**config.mk**
```make
export PLATFORM = sky130hd
export DESIGN_NAME = sqrt_top
export DESIGN_NICKNAME = d
export VERILOG_FILES = /design/src/rtl/sqrt_pkg.sv /design/src/rtl/sqrt_datapath.sv /design/src/rtl/sqrt_top.sv
export SDC_FILE = /design/constraint.sdc
export NUM_CORES = 1
export LEC_CHECK = 0
export CAP_MARGIN = 10
export CORE_ASPECT_RATIO = 0.75
export CORE_MARGIN = 3
export CORE_UTILIZATION = 50
export DETAILED_ROUTE_END_ITERATION = 12
export GPL_TIMING_DRIVEN = 0
export PLACE_DENSITY = 0.73
export SLEW_MARGIN = 20
export SYNTH_ARGS = -nofsm -noshare
export SYNTH_HDL_FRONTEND = slang
export SYNTH_SLANG_ARGS = --single-unit
```
**constraint.sdc**
```tcl
create_clock -name clk -period 4.2 [get_ports clk]
set_input_delay 0.42 -clock clk [delete_from_list [all_inputs] [get_ports clk]]
set_output_delay 0.42 -clock clk [all_outputs]
set_load 0.01 [all_outputs]
```
**src/rtl/sqrt_pkg.sv**
```systemverilog
// rtl/sqrt_pkg.sv - shared widths and FSM state type for the square-root unit
package sqrt_pkg;
  localparam int DATA_W = 16;
  localparam int ROOT_W = DATA_W / 2;
  localparam int SQ_W   = DATA_W + 1;

  // DONE is the only state with bit 1 set, so ready decodes from a single flop
  typedef enum logic [1:0] {
    BOOT = 2'b00,
    CALC = 2'b01,
    DONE = 2'b10
  } state_t;
endpackage

```
**src/rtl/sqrt_datapath.sv**
```systemverilog
// rtl/sqrt_datapath.sv - root candidate r and its successor square s = (r+1)^2
module sqrt_datapath
  import sqrt_pkg::*;
(
  input  logic              clk,
  input  logic              rst_n,
  input  logic              boot,
  input  logic              wr_root,
  input  logic              wr_square,
  input  logic [DATA_W-1:0] valor,
  output logic              le,
  output logic [ROOT_W-1:0] root
);
  logic [ROOT_W-1:0] r;
  logic [SQ_W-1:0]   s;
  logic [SQ_W-1:0]   s_next;

  // (r+2)^2 = (r+1)^2 + 2r + 3, kept at full 17-bit width so 65536 is reachable
  assign s_next = s + {{(SQ_W-ROOT_W-1){1'b0}}, r, 1'b0} + SQ_W'(3);
  assign le     = (s <= {1'b0, valor});
  assign root   = r;

  always_ff @(posedge clk or negedge rst_n) begin
    if (!rst_n) begin
      r <= '0;
      s <= SQ_W'(1);
    end else if (boot) begin
      r <= '0;
      s <= SQ_W'(1);
    end else begin
      if (wr_root)   r <= r + ROOT_W'(1);
      if (wr_square) s <= s_next;
    end
  end
endmodule

```
**src/rtl/sqrt_top.sv**
```systemverilog
// rtl/sqrt_top.sv - sequential floor(sqrt) unit: control FSM around sqrt_datapath
module sqrt_top
  import sqrt_pkg::*;
(
  input  logic              clk,
  input  logic              rst_n,
  input  logic [DATA_W-1:0] valor_i,
  output logic              ready_o,
  output logic [ROOT_W-1:0] root_o
);
  state_t state;
  state_t state_next;
  logic   boot;
  logic   wr_root;
  logic   wr_square;
  logic   le;

  always_ff @(posedge clk or negedge rst_n) begin
    if (!rst_n) state <= BOOT;
    else        state <= state_next;
  end

  always_comb begin
    state_next = state;
    case (state)
      BOOT:    state_next = CALC;
      CALC:    if (!le) state_next = DONE;
      DONE:    state_next = DONE;
      default: state_next = BOOT;
    endcase
  end

  always_comb begin
    boot      = (state == BOOT);
    wr_root   = (state == CALC) && le;
    wr_square = (state == CALC) && le;
  end

  assign ready_o = state[1];

  sqrt_datapath u_datapath (
    .clk       (clk),
    .rst_n     (rst_n),
    .boot      (boot),
    .wr_root   (wr_root),
    .wr_square (wr_square),
    .valor     (valor_i),
    .le        (le),
    .root      (root_o)
  );
endmodule

```
After elaboration in Yosys (flattened, before gate mapping)
Cells that the tools add are included.
- $add $sub $neg: 3
- reductions and logical operators: 3
- eq/ne operators: 3
- $lt $le $gt $ge: 1
- multiplexer cells: 6
- operators with widths (kind ; count):
    $mux W17 ; 2
    $add A17 B2 Y17 const B ; 1
    $add A17 B9 Y17 ; 1
    $le A17 B16 Y1 ; 1
    $mux W8 ; 2
    $add A8 B1 Y8 const B ; 1
    $pmux W2 S3 ; 1
    $eq A2 B1 Y1 const B ; 1
    $eq A2 B2 Y1 const B ; 1
    $logic_not A2 Y1 ; 1
    $mux W2 ; 1
    $ne A2 B2 Y1 const B ; 1
    $reduce_bool A2 Y1 ; 1
    $logic_and A1 B1 Y1 ; 1
- output and inout bits: 9
- logic and storage cells: 19
- input port bits: 18
- register bits: 27

Logic depth before layout (Yosys ltp)
- word-level depth: 4
- mapped depth: 11
- mapped depth without buffers: 11

Modules after synthesis
Synthesis repeated with hierarchy kept, for this count alone.
- cell total of the unflattened synthesis: 251
- area total of the unflattened synthesis: 2237.1 um^2
- modules (own cells, without submodules) (module ; sequential area each (um^2) ; area an instance (um^2) ; cells an instance ; times used):
    sqrt_datapath ; 626.9 ; 2114.5 ; 241 ; 1
    sqrt_top ; 50.0 ; 122.6 ; 10 ; 1

Worst setup path before layout
No wires, ideal clock.
- path type: reg2reg
- from: register u_datapath.r[0] (netlist: u_datapath.root[0])
- to: register u_datapath.s[11]
- data arrival time: 2.441 ns
- path buffers: 0
- library setup time: 0.125 ns
- clock period less this slack: 2.566 ns
- cell stages (with the launch flop): 11
- setup slack: 1.634 ns
- data required time: 4.075 ns
- path through: dfrtp_1 > inv_1 > ha_1 > inv_1 > ha_1 > fa_1 > a21oi_1 > o2111ai_1 > a31o_2 > nand3_1 > mux2_2
- cells in the longest elaborated chain, start to end: 4
- ends and longest elaborated chain (element ; RTL line ; RTL):
    from (decl) ; sqrt_datapath.sv:14 ; logic [ROOT_W-1:0] r;
    from (signal assigned) ; sqrt_datapath.sv:31 ; if (wr_root) r <= r + ROOT_W'(1);
    $add A17 B9 Y17 ; sqrt_datapath.sv:19 ; assign s_next = s + {{(SQ_W-ROOT_W-1){1'b0}}, r, 1'b0} + SQ_W'(3);
    $add A17 B2 Y17 ; sqrt_datapath.sv:19 ;
    $mux W17 ; sqrt_datapath.sv:32 ; if (wr_square) s <= s_next;
    $mux W17 ; sqrt_datapath.sv:27 ; end else if (boot) begin
    to (signal assigned) ; sqrt_datapath.sv:32 ;
    to (decl) ; sqrt_datapath.sv:15 ; logic [SQ_W-1:0] s;
Every way passes these cells. The select of a mux whose other input is x is not followed.
A chain may end at the register's enable or synchronous reset.

Worst setup path after layout
Ends and elaborated chain as after synthesis.

==> impl_metrics.env <==
export IMPL_yosys_area_share_simple=0.2019
export IMPL_core_um2=4229
export IMPL_dr_total_vias=1810
export IMPL_placementRows=20
export IMPL_p_comb_frac=0.552
export IMPL_post_cts_buffers=0
export IMPL_firstDrtPassIters=4
export IMPL_cts_sinks=27
export IMPL_antenna_cells=0
export IMPL_cts_hold_fix_buffers=0
export IMPL_maxSlewViolCount=0
export IMPL_crit_type="reg2reg"
export IMPL_synth_fp_nets=307
export IMPL_clockPowerShare=0.141
export IMPL_cts_resized=0
export IMPL_grt_overflow=0
export IMPL_switchingPower_mw=0.4863
export IMPL_synthMuxAreaShare=0.03446
export IMPL_clk_pin_slew_ns=0.10
export IMPL_gp_congestion=0.8974
export IMPL_max_slew_margin=0.5292
export IMPL_final_common_cell="ha_1"
export IMPL_crit_fanout=7
export IMPL_multiInputGateArea_um2=1446
export IMPL_tightest_slew_ns=0.7061
export IMPL_start_kind="flop"
export IMPL_use_met1=0.2747
export IMPL_cts_made_buffers=3
export IMPL_port_buffers=26
export IMPL_yosys_register_bits=27
export IMPL_synth_compound_area_frac=0.1674
export IMPL_nNetsFinal=338
export IMPL_synth_top_family_by_area="adder cells"
export IMPL_viasPerCell=5.371
export IMPL_cts_tree="built"
export IMPL_antenna_found_initial=0
export IMPL_syn_mean_instance_area_um2=9.076
export IMPL_floorplan_initialDensity=0.5408
export IMPL_synth_area_um2=2287
export IMPL_hp_class="in2async"
export IMPL_first_iter_violations=65
export IMPL_wl_mm=4.851
export IMPL_layout_common_cells="ha_1, inv_1, dfrtp_1"
export IMPL_synth_edf_count=0
export IMPL_grtUsageMet2=0.3091
export IMPL_fillers=348
export IMPL_setup_tns_ns=0
export IMPL_maxCapViolations=0
export IMPL_cp_required_ns=4.37
export IMPL_setup_viol=0
export IMPL_area_delta_synth_final_pct=16.14
export IMPL_drc=0
export IMPL_dieArea_um2=5430
export IMPL_outcome="complete, no violations"
export IMPL_cts_root_buf="clkbuf_8"
export IMPL_cp_end_kind="flop"
export IMPL_fmax_ghz=0.3504
export IMPL_netlist_instances=252
export IMPL_dp_hpwl_mm=3.756
export IMPL_clockBufferDepth=2
export IMPL_grt_pass1_vias=1730
export IMPL_period_needed_ns=2.854
export IMPL_wl_per_cell_um=14.39
export IMPL_synthArstFlopShare=1.000
export IMPL_synthFlopType="dfrtp_1"
export IMPL_intPower_mw=0.6159
export IMPL_grt_pass1_wl_mm=8.355
export IMPL_drive_gt1_frac=0.1383
export IMPL_yosysUniqueCellTypes=46
export IMPL_placed_cells=333
export IMPL_pin_count=27
export IMPL_cp_startpoint="u_datapath.root[0]"
export IMPL_die_w_um=84.10
export IMPL_yosys_area_share_xor_xnor=0.02298
export IMPL_finalNonFillerCells=337
export IMPL_htreeDepth=1
export IMPL_grt_max_degree=28
export IMPL_ff_latch_area_um2=676.9
export IMPL_seqPwrFrac=0.307
export IMPL_hold_viol=0
export IMPL_met3_usage=0.03685
export IMPL_die_h_um=64.58
export IMPL_ir_drop_mv=0.2947
export IMPL_power_density_nw_per_um2=414.9
export IMPL_grt_total_usage=0.1917
export IMPL_rsz0062_at_grt="false"
export IMPL_busiest_layer="met2"
export IMPL_final_antenna_net_count=0
export IMPL_yosysWarnings=0
export IMPL_yosys_area_share_adder=0.2057
export IMPL_p_leak_nw=1.284
export IMPL_cp_arrival_ns=3.02
export IMPL_r2r_slack_ns=1.35
export IMPL_period_share=0.6794
export IMPL_clk_latency_ns=0.28
export IMPL_switching_share=0.4412
export IMPL_yosysSeqAreaShare=0.2960
export IMPL_clock_skew_ns=0.005569
export IMPL_r2r_start="u_datapath.root[0]"
## flip-flops by register name, indices dropped and copies added, names as in the netlist
name and count:
u_datapath.s 17, state 2, u_datapath.root 8
## routing by layer
layer  vias to the layer above  wire length, µm
li1                        945                -
met1                       830             2602
met2                        33             2025
met3                         2              197
met4                         0               24
met5                         -                0
## power groups by stage
stage	logic [mW]	registers (mW)	clock network, mW
2_1_floorplan	0.428	0.340	0
3_3_place_gp	0.590	0.342	0
3_5_place_dp	0.608	0.343	0
4_1_cts	0.613	0.337	0.160
5_1_grt	0.684	0.344	0.172
6_report	0.609	0.338	0.155
## path summary, 6_finish.rpt
check | end | cells past startpoint
max in group asynchronous | u_datapath.s[9] | 1
worst max register to register | u_datapath.s[11] | 10
worst min register to register | u_datapath.s[7] | 2
worst max-delay path | u_datapath.s[11] | 10
worst min-delay path | state[0] | 1
min in group clk | u_datapath.s[7] | 2
## final cells by class
type | instances | share of cell area
plain buffers | 7 | 0.02214
clock buffers | 4 | 0.01696
inverters | 28 | 0.03957
multi-input cells | 190 | 0.5445
flip-flops and latches | 27 | 0.2548
well taps | 55 | 0.02591
repair buffers | 26 | 0.09609
## worst max-delay path: stages (launching register included)
cell	delay [ns]
dfrtp_1	0.49
inv_1	0.10
ha_1	0.29
inv_1	0.04
ha_1	0.22
fa_1	0.44
a21oi_1	0.24
o2111ai_1	0.20
a31o_2	0.30
nand3_1	0.09
mux2_2	0.33
## logic make-up (layout without fill, tap and decap cells)
| kind of cell | Yosys count | count (layout) |
|---|---|---|
| AND/OR/NAND/NOR | 85 | 85 |
| AO/OA/AOI/OAI | 55 | 55 |
| adder cells (fa/ha/maj) | 37 | 37 |
| buffers and inverters | 35 | 65 |
| flip-flops | 27 | 27 |
| multiplexers | 7 | 7 |
| XOR/XNOR | 6 | 6 |
## Yosys cell counts, drive strengths merged, types with 4 or more instances
cell type,n,share of area
dfrtp,26,0.28
a21oi,22,0.058
nand4,5,0.014
mux2,7,0.034
inv,28,0.046
a211oi,5,0.021
xnor2,4,0.015
nor2b,8,0.022
o21ai,11,0.024
ha,36,0.20
nor2,18,0.030
o211ai,4,0.013
nand2,27,0.051
nand3,10,0.022
buf,4,0.021
nor3,5,0.011
## metrics by stage
stage          hold slack (ns)  setup slack, ns  total power, mW    util  cell area (µm²)
2_1_floorplan           0.1244            1.634           0.7674       -             2287
5_1_grt                 0.1842            1.157            1.200  0.6281             2656
3_5_place_dp            0.4781            1.171           0.9510  0.6175             2611
3_3_place_gp            0.5383            1.174           0.9324  0.6186             2616
4_1_cts                 0.1666            1.356            1.111  0.6281             2656
6_report                0.1409            1.346            1.102  0.6281             2656
Note: power is estimated with default switching activity, not from simulation.
